File: config.mk
export PLATFORM = sky130hd
export DESIGN_NAME = llki_tlul_reg_adapter
export DESIGN_NICKNAME = d
export VERILOG_FILES = /design/src/rtl/top_pkg.sv /design/src/rtl/llki_pkg.sv /design/src/rtl/llki_tlul_reg_adapter.sv
export SDC_FILE = /design/constraint.sdc
export NUM_CORES = 1
export LEC_CHECK = 0
export CAP_MARGIN = 20
export CORE_MARGIN = 3
export CORE_UTILIZATION = 35
export CTS_BUF_LIST = sky130_fd_sc_hd__clkbuf_16
export DETAILED_ROUTE_END_ITERATION = 12
export PLACE_DENSITY = 0.73
export SYNTH_ARGS = -nofsm -noshare
export SYNTH_HDL_FRONTEND = slang
export SYNTH_SLANG_ARGS = --single-unit
File: constraint.sdc
create_clock -name clk_i -period 2 [get_ports clk_i]
set_input_delay 0.4 -clock clk_i [delete_from_list [all_inputs] [get_ports clk_i]]
set_output_delay 0.4 -clock clk_i [all_outputs]
set_load 0.005 [all_outputs]
File: src/rtl/top_pkg.sv
`default_nettype none
// ============================================================================
// Module      : top_pkg
// Description : Shared TileLink-UL bus widths for the SROT crossbar fabric.
// Revision    : 1.0 - initial release
// ============================================================================
package top_pkg;

    localparam int TL_DW  = 64;
    localparam int TL_AW  = 32;
    localparam int TL_AIW = 4;
    localparam int TL_DIW = 2;
    localparam int TL_SZW = 2;
    localparam int TL_DBW = TL_DW / 8;

endpackage : top_pkg
`default_nettype wire

File: src/rtl/llki_pkg.sv
`default_nettype none
// ============================================================================
// Module      : llki_pkg
// Description : LLKI adapter types: TL-UL opcodes, adapter state encoding,
//               latched A-channel request struct and request-check helpers.
// Revision    : 1.0 - initial release
// ============================================================================
package llki_pkg;

    import top_pkg::*;

    // A-channel opcodes
    localparam logic [2:0] TL_PUT_FULL_DATA    = 3'd0;
    localparam logic [2:0] TL_PUT_PARTIAL_DATA = 3'd1;
    localparam logic [2:0] TL_GET              = 3'd4;

    // D-channel opcodes
    localparam logic [2:0] TL_ACCESS_ACK       = 3'd0;
    localparam logic [2:0] TL_ACCESS_ACK_DATA  = 3'd1;

    typedef enum logic [1:0] {
        ST_IDLE   = 2'd0,
        ST_ACCESS = 2'd1,
        ST_RESP   = 2'd2
    } adapter_state_e;

    typedef struct packed {
        logic [2:0]        opcode;
        logic [TL_SZW-1:0] size;
        logic [TL_AIW-1:0] source;
        logic [TL_AW-1:0]  address;
        logic [TL_DBW-1:0] mask;
        logic [TL_DW-1:0]  data;
    } tl_a_req_t;

    // Only the three supported opcodes are accepted as legal accesses
    function automatic logic tl_a_opcode_legal(input logic [2:0] op);
        return (op == TL_PUT_FULL_DATA) || (op == TL_PUT_PARTIAL_DATA) || (op == TL_GET);
    endfunction

    // Address must be a multiple of 2^size; size is at most 8 bytes here
    function automatic logic tl_a_misaligned(input logic [TL_SZW-1:0] size,
                                             input logic [2:0]        addr_lo);
        logic mis;
        case (size)
            2'd0:    mis = 1'b0;
            2'd1:    mis = addr_lo[0];
            2'd2:    mis = |addr_lo[1:0];
            default: mis = |addr_lo;
        endcase
        return mis;
    endfunction

endpackage : llki_pkg
`default_nettype wire

File: src/rtl/llki_tlul_reg_adapter.sv
`default_nettype none
// ============================================================================
// Module      : llki_tlul_reg_adapter
// Description : TL-UL device adapter for the LLKI SROT register space. Takes
//               one A request at a time, issues a single-cycle register
//               strobe and returns the registered result on the D channel.
// Revision    : 1.0 - initial release
// ============================================================================
module llki_tlul_reg_adapter
    import top_pkg::*;
    import llki_pkg::*;
#(
    parameter int RegAw = 8
) (
    input  logic              clk_i,
    input  logic              rst_ni,

    input  logic              tl_a_valid_i,
    output logic              tl_a_ready_o,
    input  logic [2:0]        tl_a_opcode_i,
    input  logic [TL_SZW-1:0] tl_a_size_i,
    input  logic [TL_AIW-1:0] tl_a_source_i,
    input  logic [TL_AW-1:0]  tl_a_address_i,
    input  logic [TL_DBW-1:0] tl_a_mask_i,
    input  logic [TL_DW-1:0]  tl_a_data_i,

    output logic              tl_d_valid_o,
    input  logic              tl_d_ready_i,
    output logic [2:0]        tl_d_opcode_o,
    output logic [TL_SZW-1:0] tl_d_size_o,
    output logic [TL_AIW-1:0] tl_d_source_o,
    output logic [TL_DIW-1:0] tl_d_sink_o,
    output logic [TL_DW-1:0]  tl_d_data_o,
    output logic              tl_d_error_o,

    output logic              reg_we_o,
    output logic              reg_re_o,
    output logic [RegAw-1:0]  reg_addr_o,
    output logic [TL_DW-1:0]  reg_wdata_o,
    output logic [TL_DBW-1:0] reg_be_o,
    input  logic [TL_DW-1:0]  reg_rdata_i,
    input  logic              reg_error_i
);

    adapter_state_e    state_q,     state_d;
    logic              a_ready_q,   a_ready_d;
    tl_a_req_t         req_q,       req_d;
    logic              reg_we_q,    reg_we_d;
    logic              reg_re_q,    reg_re_d;
    logic              d_valid_q,   d_valid_d;
    logic [2:0]        d_opcode_q,  d_opcode_d;
    logic [TL_SZW-1:0] d_size_q,    d_size_d;
    logic [TL_AIW-1:0] d_source_q,  d_source_d;
    logic [TL_DW-1:0]  d_data_q,    d_data_d;
    logic              d_error_q,   d_error_d;

    logic              a_fire;
    logic              a_legal;
    logic              a_is_get;
    logic              req_is_get;

    // a_ready_q is only ever set while in IDLE, so it alone qualifies acceptance
    assign a_fire     = tl_a_valid_i & a_ready_q;
    assign a_legal    = tl_a_opcode_legal(tl_a_opcode_i) &
                        ~tl_a_misaligned(tl_a_size_i, tl_a_address_i[2:0]);
    assign a_is_get   = (tl_a_opcode_i == TL_GET);
    assign req_is_get = (req_q.opcode == TL_GET);

    // Next-state and next-output computation for the adapter FSM
    always_comb begin
        state_d    = state_q;
        a_ready_d  = a_ready_q;
        req_d      = req_q;
        reg_we_d   = 1'b0;
        reg_re_d   = 1'b0;
        d_valid_d  = d_valid_q;
        d_opcode_d = d_opcode_q;
        d_size_d   = d_size_q;
        d_source_d = d_source_q;
        d_data_d   = d_data_q;
        d_error_d  = d_error_q;

        case (state_q)
            ST_IDLE: begin
                if (a_fire) begin
                    req_d.opcode  = tl_a_opcode_i;
                    req_d.size    = tl_a_size_i;
                    req_d.source  = tl_a_source_i;
                    req_d.address = tl_a_address_i;
                    req_d.mask    = tl_a_mask_i;
                    req_d.data    = tl_a_data_i;
                    a_ready_d     = 1'b0;
                    if (a_legal) begin
                        reg_we_d = ~a_is_get;
                        reg_re_d = a_is_get;
                        state_d  = ST_ACCESS;
                    end else begin
                        // Rejected request skips the register file entirely
                        d_valid_d  = 1'b1;
                        d_opcode_d = a_is_get ? TL_ACCESS_ACK_DATA : TL_ACCESS_ACK;
                        d_size_d   = tl_a_size_i;
                        d_source_d = tl_a_source_i;
                        d_data_d   = '0;
                        d_error_d  = 1'b1;
                        state_d    = ST_RESP;
                    end
                end
            end

            ST_ACCESS: begin
                // Register file answers in the same cycle as the strobe
                d_valid_d  = 1'b1;
                d_opcode_d = req_is_get ? TL_ACCESS_ACK_DATA : TL_ACCESS_ACK;
                d_size_d   = req_q.size;
                d_source_d = req_q.source;
                d_data_d   = req_is_get ? reg_rdata_i : '0;
                d_error_d  = reg_error_i;
                state_d    = ST_RESP;
            end

            ST_RESP: begin
                if (tl_d_ready_i) begin
                    d_valid_d = 1'b0;
                    a_ready_d = 1'b1;
                    state_d   = ST_IDLE;
                end
            end

            default: begin
                d_valid_d = 1'b0;
                a_ready_d = 1'b1;
                state_d   = ST_IDLE;
            end
        endcase
    end

    // State and output registers; reset drops any in-flight transaction
    always_ff @(posedge clk_i) begin
        if (!rst_ni) begin
            state_q    <= ST_IDLE;
            a_ready_q  <= 1'b0;
            req_q      <= '0;
            reg_we_q   <= 1'b0;
            reg_re_q   <= 1'b0;
            d_valid_q  <= 1'b0;
            d_opcode_q <= '0;
            d_size_q   <= '0;
            d_source_q <= '0;
            d_data_q   <= '0;
            d_error_q  <= 1'b0;
        end else if (state_q == ST_IDLE && !a_ready_q && !d_valid_q) begin
            // First cycle out of reset: open the A channel
            state_q    <= ST_IDLE;
            a_ready_q  <= 1'b1;
        end else begin
            state_q    <= state_d;
            a_ready_q  <= a_ready_d;
            req_q      <= req_d;
            reg_we_q   <= reg_we_d;
            reg_re_q   <= reg_re_d;
            d_valid_q  <= d_valid_d;
            d_opcode_q <= d_opcode_d;
            d_size_q   <= d_size_d;
            d_source_q <= d_source_d;
            d_data_q   <= d_data_d;
            d_error_q  <= d_error_d;
        end
    end

    // Bits of the latched address that never reach the register offset
    logic unused_req_addr;
    assign unused_req_addr = ^{req_q.address[TL_AW-1:RegAw], req_q.address[2:0]};

    assign tl_a_ready_o  = a_ready_q;

    assign tl_d_valid_o  = d_valid_q;
    assign tl_d_opcode_o = d_opcode_q;
    assign tl_d_size_o   = d_size_q;
    assign tl_d_source_o = d_source_q;
    assign tl_d_sink_o   = '0;
    assign tl_d_data_o   = d_data_q;
    assign tl_d_error_o  = d_error_q;

    assign reg_we_o      = reg_we_q;
    assign reg_re_o      = reg_re_q;
    assign reg_addr_o    = {req_q.address[RegAw-1:3], 3'b000};
    assign reg_wdata_o   = req_q.data;
    assign reg_be_o      = req_q.mask;

endmodule : llki_tlul_reg_adapter
`default_nettype wire

After elaboration in Yosys (flattened, before gate mapping)
Cells that the tools add are included.
- register bits: 169
- output and inout port bits: 160
- logic and storage cells: 88
- equality and inequality tests: 13
- muxes and demuxes: 35
- bitwise logic cells: 6
- reductions and logical operators: 18
- operators with widths (cell ; count):
    2-to-1 mux 64 bit ; 3
    case mux 64 bit (2 select lines) ; 1
    2-to-1 mux 1 bit ; 14
    2-to-1 mux 2 bit ; 5
    case mux 1 bit (3 select lines) ; 3
    2-to-1 mux 4 bit ; 2
    inequality test 2 bit (second input constant) ; 4
    case mux 4 bit (2 select lines) ; 1
    AND reduction 4 bit ; 2
    == test 3 bit (second input constant) ; 2
    2-to-1 mux 3 bit ; 2
    case mux 2 bit (3 select lines) ; 1
    case mux 3 bit (2 select lines) ; 1
    AND reduction 3 bit ; 2
    == test 2 x 1 -> 1 bit (second input constant) ; 2
    == test 2 bit (second input constant) ; 2
    logical NOT 2 bit ; 2
    NOT 1 bit ; 4
    case mux 2 bit (2 select lines) ; 1
    OR reduction 2 bit ; 2
    == test 3 x 1 -> 1 bit (second input constant) ; 1
    logical NOT 3 bit ; 1
    inequality test 3 x 2 -> 1 bit (second input constant) ; 1
    inequality test 3 bit (second input constant) ; 1
    8 further kinds ; 12

Logic depth before layout (Yosys ltp)
Gate-level depths: netlist of run 1.
- depth in word-level cells: 7
- mapped depth: 7
- depth with buffers taken out: 4

Worst setup path after synthesis of run 1
Ideal clock, no wire load.
- path type: input-to-reg
- start: in tl_a_address_i[1]
- end: reg d_data_q[15], in the netlist tl_d_data_o[15]
- library setup time: 58 ps
- arrival: 1524 ps
- data required time: 1942 ps
- setup slack: 418 ps
- stages on the path: 5
- cell sequence: o21ai_2 > o211ai_4 > a211oi_4 > buf_6 > a22o_2
- cells in the longest elaborated chain, start to end: 6
- elaborated cells on any way between the ends: 7
- those cells by class: 1 x eq/ne; 1 x mux; 2 x bitwise; 3 x reduce/logical
- ends and longest elaborated chain (element ; RTL line ; RTL):
    from (decl) ; llki_tlul_reg_adapter.sv:23 ; input logic [TL_AW-1:0] tl_a_address_i,
    OR reduction 3 bit / OR reduction 2 bit (equally long branches) ; llki_pkg.sv:49, llki_pkg.sv:48 ;
    case mux 1 bit (3 select lines) (*) ; llki_pkg.sv:45 ; case (size)
    NOT 1 bit (*) ; llki_tlul_reg_adapter.sv:65 ; ~tl_a_misaligned(tl_a_size_i, tl_a_address_i[2:0]);
    bitwise AND 1 bit (*) ; llki_tlul_reg_adapter.sv:64 ; assign a_legal = tl_a_opcode_legal(tl_a_opcode_i) &
    inequality test 2 bit (no source line) (*) ; -- ;
    AND reduction 4 bit (no source line) (*) ; -- ;
    to (signal assigned) ; llki_tlul_reg_adapter.sv:165 ; d_data_q <= d_data_d;
    to (decl) ; llki_tlul_reg_adapter.sv:54 ; logic [TL_DW-1:0] d_data_q, d_data_d;
Every way passes the cells marked *; elsewhere a longest branch is shown, timed or not.
A chain may end at the register's enable or synchronous reset.

Worst setup path after layout of run 1
- start: reg d_valid_q, in the netlist tl_d_valid_o
- end: out tl_d_valid_o
- RTL lines (element ; RTL line ; RTL):
    from (decl) ; llki_tlul_reg_adapter.sv:50 ; logic d_valid_q, d_valid_d;
    from (signal assigned) ; llki_tlul_reg_adapter.sv:161 ; d_valid_q <= d_valid_d;
    to (decl) ; llki_tlul_reg_adapter.sv:27 ; output logic tl_d_valid_o,
No word-level cell between the ends.

==> summary.md, run 1 <==
| Metric | Value |
|---|---|
| Number of gates resized after cts | `0` |
| Clock Skew | `11.19 ps` |
| Status | `completed` |
| Wire per inst | `16.38 um` |
| Worst r2r src | `state_q[1]` |
| Post-layout min period | `approximately 1700 ps` |
| DP HPWL | `13.29 mm` |
| Sink Count | `164` |
| Gr ovfl total | `0` |
| Starting DRT DRC Count | `between 150 and 200` |
| Full die area | `19570 um^2` |
| Power Total | `between 7 and 8 mW` |
| Area grow syn2layout | `52.54%` |
| Initial core utilization | `36.03%` |
| Setup crit start | `tl_d_valid_o` |
| Worst path top cell family by delay | `buffers and inverters` |
| DR vias | `~5.4k` |
| Avg Inst Size Synth | `roughly 9.3 um^2` |
| Routing usage on met3 | `~8%` |
| RSZ-0062 raised after global routing | `false` |
| Final worst-path cycle share | `86.95%` |
| WL final | `18.71 mm` |
| Fin Setup TNS | `0 ps` |
| Share of cells above drive strength 1 | `a little over a tenth` |
| Critical path required time | `1600 ps` |
| CTS root buf | `clkbuf_16` |
| Final antenna-violating net count | `0` |
| CP Data Arrival Time | `1340 ps` |
| Critical path launch point type | `flip-flop` |
| First-pass GRT wire length | `about 28 mm` |
| Final setup viols | `0` |
| Post-Synthesis Cells | `678` |
| Final hold slack | `451.2 ps` |
| Crit Path Category | `reg -> out` |
| Cell variety after synth | `37` |
| CTS Buf Count | `17` |
| Leak pwr | `between 3 and 4 nW` |
| Setup crit end kind | `output port` |
| Worst-path maximum fanout | `4` |
| YS warnings | `0` |
| Max-Cap Viols | `0` |
| All-layer global routing usage | `18.31%` |
| Core footprint | `17420 um^2` |
| FP Rows | `48` |
| Crit-path max cell delay | `550 ps` |
| Worst Hold Class | `reg -> reg` |
| Register area | `3283 um^2` |
| Pwr dens | `786.3 nW/um^2` |
| Initial antenna violation count | `0` |
| Clock H-tree levels | `4` |
| CTS tree | `yes` |
| Fill cells | `1552` |
| CP bufs+invs | `1` |
| Busiest grt layer | `met2` |
| Port Buffer Count | `310` |
| Clock Path Buffers | `2` |
| Cell count of the worst reg-to-reg path | `4` |
| Multi-input gate area | `2112 um^2` |
| Min-Delay Path Depth | `2` |
| I/O pin count | `approximately 340` |
| Sequential element share of the synthesized area | `between 50% and 60%` |
| Register-to-Register Setup Slack | `roughly 350 ps` |
| Max frequency | `0.5750 GHz` |
| Die X | `139.9 um` |
| Gpl congestion | `a little over 0.8` |
| Hold Vio Cnt, Final | `0` |
| Die height | `139.9 um` |
| Hold EP | `reg_be_o[1]` |
| Clock-pin slew on the worst setup and hold paths | `60 ps` |
| Synthesis-stage register bit count | `164` |
| CP max-delay cell | `clkdlybuf4s50_1` |
| Pin count of the biggest net entering global routing | `96` |
| Postcts setup bufs | `0` |
| GR Util met1 | `21.76%` |
| Worst hold start | `reg_be_o[1]` |
| Crit path cell chain | `clkdlybuf4s50_1` |
| # DRC | `0` |
| Slew Viols, Final | `0` |
| CTS Hold Buffers Added | `0` |
| Clk Latency, worst-skew pair | `420 ps` |
| R2R Path End | `tl_d_data_o[62]` |
| Vias per cell | `~4.7` |
| Vias in the first global route | `5062` |
| Antenna Cells | `0` |
| First-pass DRT Iterations | `4` |
| M2 GR Usage | `~30%` |
| Peak supply drop | `0.0005895 V` |
| Mapped Area | `6275 um^2` |
| Final #Nets | `1086` |
==> state kept, by name (all words and copies together), names as in the netlist, 2 cells and up <==
signal,flops
tl_d_source_o,4
reg_be_o,8
tl_d_size_o,2
req_q,9
state_q,2
reg_addr_o,5
tl_d_data_o,64
reg_wdata_o,64
==> how the worst max path moves through the flow <==
stage                     slack (ps)  cells past startpoint               to
after floorplan                  420                      5  tl_d_data_o[15]
after global placement           -80                      6  tl_d_data_o[62]
after detailed placement        -130                      6  tl_d_data_o[60]
after CTS                        230                      1   tl_d_data_o[4]
after global routing             180                      1     tl_d_valid_o
final                            260                      1     tl_d_valid_o
==> synth_stat cells, drive strengths merged <==
cell type    n  area share [%]
nor4         1            0.10
and2b        1            0.14
and3         1            0.10
nor3b        1            0.12
a211oi       1            0.32
conb         1           0.060
inv          1           0.060
or3          2            0.20
o21ai        4            0.38
a22o        64             9.5
a21o         1            0.14
o31a         1            0.14
nor3         3            0.32
nor2        14            0.84
dfxtp      164              52
nand2      179              11
nand2b       2            0.20
clkbuf      28             2.2
o21bai       1            0.12
and2         1            0.10
o21a         2            0.24
buf        101              12
a21oi       94             7.7
o221a        6             1.1
a31oi        2            0.20
clkinv       1           0.060
o211ai       1            0.34
==> cell families (layout without fill, tap and decap cells) <==
family          Yosys count  count (layout)  synth area share (%)
compound gates          177             177                 20.22
buf+inv                 131             364                 14.58
flops                   164             164                 52.32
other cells               1               7               0.05976
simple gates            205             205                 12.82
==> routing by layer <==
layer | part of all wire [%] | vias up | routed length (um)
li1 | - | 2639 | -
met1 | 41 | 2494 | 7734
met2 | 47 | 230 | 8781
met3 | 10 | 17 | 1872
met4 | 1.7 | 0 | 319
met5 | 0 | - | 0
==> cell usage in the layout (no fill, tap or decap), types with 2 or more instances in the layout <==
| master | instances |
|---|---|
| buf_12 | 6 |
| nand2b_1 | 2 |
| clkinvlp_4 | 4 |
| o21ai_0 | 3 |
| conb_1 | 7 |
| nor2_1 | 14 |
| buf_4 | 14 |
| o221a_2 | 6 |
| inv_6 | 3 |
| a22o_2 | 30 |
| clkinv_2 | 3 |
| clkinv_4 | 2 |
| o21a_1 | 2 |
| clkbuf_16 | 17 |
| nor3_1 | 2 |
| a31oi_1 | 2 |
| clkdlybuf4s50_1 | 310 |
| dfxtp_1 | 164 |
| a21oi_1 | 92 |
| inv_1 | 2 |
| a22o_1 | 34 |
| nand2_1 | 179 |
==> stage by stage <==
step | std cells | area (um^2) | utilization, % | setup slack (ps)
2_1_floorplan | 684 | 6297 | - | 417.9
3_3_place_gp | 1110 | 9014 | 51.75 | -80.30
3_5_place_dp | 1110 | 9014 | 51.75 | -128.1
4_1_cts | 1142 | 9572 | 54.96 | 231.7
5_1_grt | 1142 | 9572 | 54.96 | 183.6
6_report | 1142 | 9572 | 54.96 | 260.9
==> layout make-up <==
| cell class | instances | share of cell area (%) |
|---|---|---|
| multi-input cells | 389 | 22.07 |
| repair buffers | 330 | 34.77 |
| inverters | 2 | 0.09150 |
| flip-flops and latches | 164 | 34.30 |
| well taps | 225 | 2.941 |
| clock buffers | 17 | 4.444 |
| clock inverters | 15 | 1.386 |
==> where the power goes <==
group | switching (mW) | internal [mW]
clock network | 1.40 | 1.72
registers | 0.0595 | 3.38
logic | 0.381 | 0.580
(Power assumes the default switching activity.)
==> run 2: changes to the inputs <==
--- a/config.mk
+++ b/config.mk
@@ -11,6 +11,7 @@
 export CTS_BUF_LIST = sky130_fd_sc_hd__clkbuf_16
 export DETAILED_ROUTE_END_ITERATION = 12
 export PLACE_DENSITY = 0.73
+export SLEW_MARGIN = 20
 export SYNTH_ARGS = -nofsm -noshare
 export SYNTH_HDL_FRONTEND = slang
 export SYNTH_SLANG_ARGS = --single-unit
==> constraint.sdc (replaced) <==
create_clock -name clk_i -period 1.95 [get_ports clk_i]
set_input_delay 0.39 -clock clk_i [delete_from_list [all_inputs] [get_ports clk_i]]
set_output_delay 0.39 -clock clk_i [all_outputs]
set_load 0.005 [all_outputs]
==> run 2 against run 1 <==
  * Final cell count rose by 0.61%
  * Clock-buffer cell count did not move
  * Largest power group unchanged
  * First-iteration DRC count fell by 7.0%
  * Register-to-register slack barely moved
  * Die area did not move
  * Largest cell class unchanged
  * Via count rose by 0.37%
  * Non-clock buffer count rose by 7
  * Flip-flop and latch count did not move
  * Global-route usage rose by 0.42 points
  * Sequential share of layout area fell by 0.55 points
  * Critical path depth did not move
  * Hold slack improved by 1.6 ps
==> summary.md, run 2 (synthesis gave the netlist of run 1 again) <==
| Metric | Value |
|---|---|
| Crit Path Category | `reg -> out` |
| Gr ovfl total | `0` |
| Setup crit end kind | `output port` |
| Critical path required time | `1560 ps` |
| Pin count of the biggest net entering global routing | `96` |
| WL final | `roughly 19 mm` |
| DP HPWL | `13.58 mm` |
| R2R Path End | `tl_d_data_o[21]` |
| Post-DP Area | `9129 um^2` |
| CTS root buf | `clkbuf_16` |
| Register-to-Register Setup Slack | `360 ps` |
| Die height | `~140 um` |
| Clock Path Buffers | `2` |
| Area grow syn2layout | `55.01%` |
| Full die area | `19570 um^2` |
| First-pass DRT Iterations | `6` |
| RSZ-0062 raised after global routing | `false` |
| Levels on crit path | `1` |
| Sink Count | `164` |
| Register area | `roughly 3300 um^2` |
| CTS Buf Count | `17` |
| Fill cells | `between 1.5k and 2k` |
| Highest-count cells in the layout ignoring fill and taps | `310 x clkdlybuf4s50_1, 179 x nand2_1, 164 x dfxtp_1, 92 x a21oi_1, 34 x a22o_1` |
| CP bufs+invs | `1` |
| Peak supply drop | `0.0008412 V` |
| Clock-pin slew on the worst setup and hold paths | `70 ps` |
| Wire per inst | `16.52 um` |
| Die X | `139.9 um` |
| Worst hold start | `reg_wdata_o[50]` |
| Worst r2r src | `state_q[1]` |
| Hold Vio Cnt, Final | `0` |
| Clock H-tree levels | `4` |
| Clock Skew | `around 11 ps` |
| Postcts setup bufs | `0` |
| Worst setup margin | `203.7 ps` |
| Fin area | `9727 um^2` |
| Share of cells above drive strength 1 | `11.26%` |
| Final #Nets | `approximately 1.1k` |
| Final hold slack | `452.8 ps` |
| Worst Hold Class | `reg -> reg` |
| All-layer global routing usage | `18.73%` |
| Max-Cap Viols | `0` |
| Gpl congestion | `0.8179` |
| Power Total | `between 7 and 8 mW` |
| Crit path cell chain | `clkdlybuf4s50_1` |
| I/O pin count | `between 300 and 400` |
| Final worst-path cycle share | `89.55%` |
| Core footprint | `17420 um^2` |
| Number of gates resized after cts | `0` |
| CP Data Arrival Time | `between 1000 and 1500 ps` |
| Slew HR | `66.94%` |
| Starting DRT DRC Count | `185` |
| Max frequency | `0.5726 GHz` |
| Worst path top cell family by delay | `buffers and inverters` |
| Setup WS pre-CTS | `-114.1 ps` |
| Pwr dens | `821.6 nW/um^2` |
| Leak pwr | `3.600 nW` |
| Antenna Cells | `0` |
| Port Buffer Count | `a little over 300` |
| Initial core utilization | `36.03%` |
| Post-layout min period | `about 1700 ps` |
| Vias in the first global route | `5205` |
| Fin Setup TNS | `0 ps` |
| Critical path launch point type | `flip-flop` |
| Slew Viols, Final | `0` |
| FP Rows | `48` |
| Hold EP | `reg_wdata_o[50]` |
| Slew of the pin with the lowest slew margin | `491.3 ps` |
| Clk Latency, worst-skew pair | `420 ps` |
| # DRC | `0` |
| Final setup viols | `0` |
| Crit-path max cell delay | `560 ps` |
| Final antenna-violating net count | `0` |
| First-pass GRT wire length | `29.01 mm` |
| DR vias | `around 5.4k` |
| CTS Hold Buffers Added | `0` |
| Multi-input gate area | `2112 um^2` |
| Initial antenna violation count | `0` |
| CP max-delay cell | `clkdlybuf4s50_1` |
| Status | `completed` |
| Most common cell after layout, fill and taps aside | `clkdlybuf4s50_1` |
| Cell count of the worst reg-to-reg path | `4` |
| Vias per cell | `4.700` |
| Worst-path maximum fanout | `4` |
| CTS tree | `yes` |
| Min-Delay Path Depth | `2` |
run 2: cell types whose count changed in the layout (fill, tap and decap cells not counted), sizes merged:
cell / before / now
inv: 6 / 9
bufinv: 1 / 2
buf: 20 / 27
clkinv: 6 / 5
clkinvlp: 4 / 1
run 2: worst max path at each step:
stage	from	endpoint
after floorplan	tl_a_address_i[1]	tl_d_data_o[15]
after global placement	tl_a_opcode_i[0]	tl_d_data_o[60]
after detailed placement	tl_a_opcode_i[0]	tl_d_data_o[25]
after CTS	tl_a_ready_o	tl_a_ready_o
after global routing	tl_a_ready_o	tl_a_ready_o
final	tl_d_valid_o	tl_d_valid_o
run 2: layout make-up:
class	instances	share of cell area (%)
timing repair buffer	337	35.40
sequential	164	33.75
multi-input combinational	389	21.71
clock buffer	17	4.374
tap	225	2.894
clock inverter	15	1.775
inverter	2	0.09004
run 2: layer usage:
metal	global-route usage [%]	wire length (um)
met5	0	0
met4	4.437	193
met3	7.853	1763
met2	30.59	8967
met1	23.13	8063
run 2: power by group:
| group | internal (mW) | switching, mW |
|---|---|---|
| Sequential | 3.47 | 0.0632 |
| Combinational | 0.630 | 0.404 |
| Clock | 1.93 | 1.50 |
run 2: per-stage QoR:
stage	std cells	utilization, %
2_1_floorplan	684	-
3_3_place_gp	1117	52.41
3_5_place_dp	1117	52.41
4_1_cts	1149	55.85
5_1_grt	1149	55.85
6_report	1149	55.85
run 2: worst register-to-register path, cell delays in order, from the launching register on:
cell and delay [ps]:
dfxtp_1 490, and2b_2 300, and3_2 260, buf_12 200, a22o_2 240
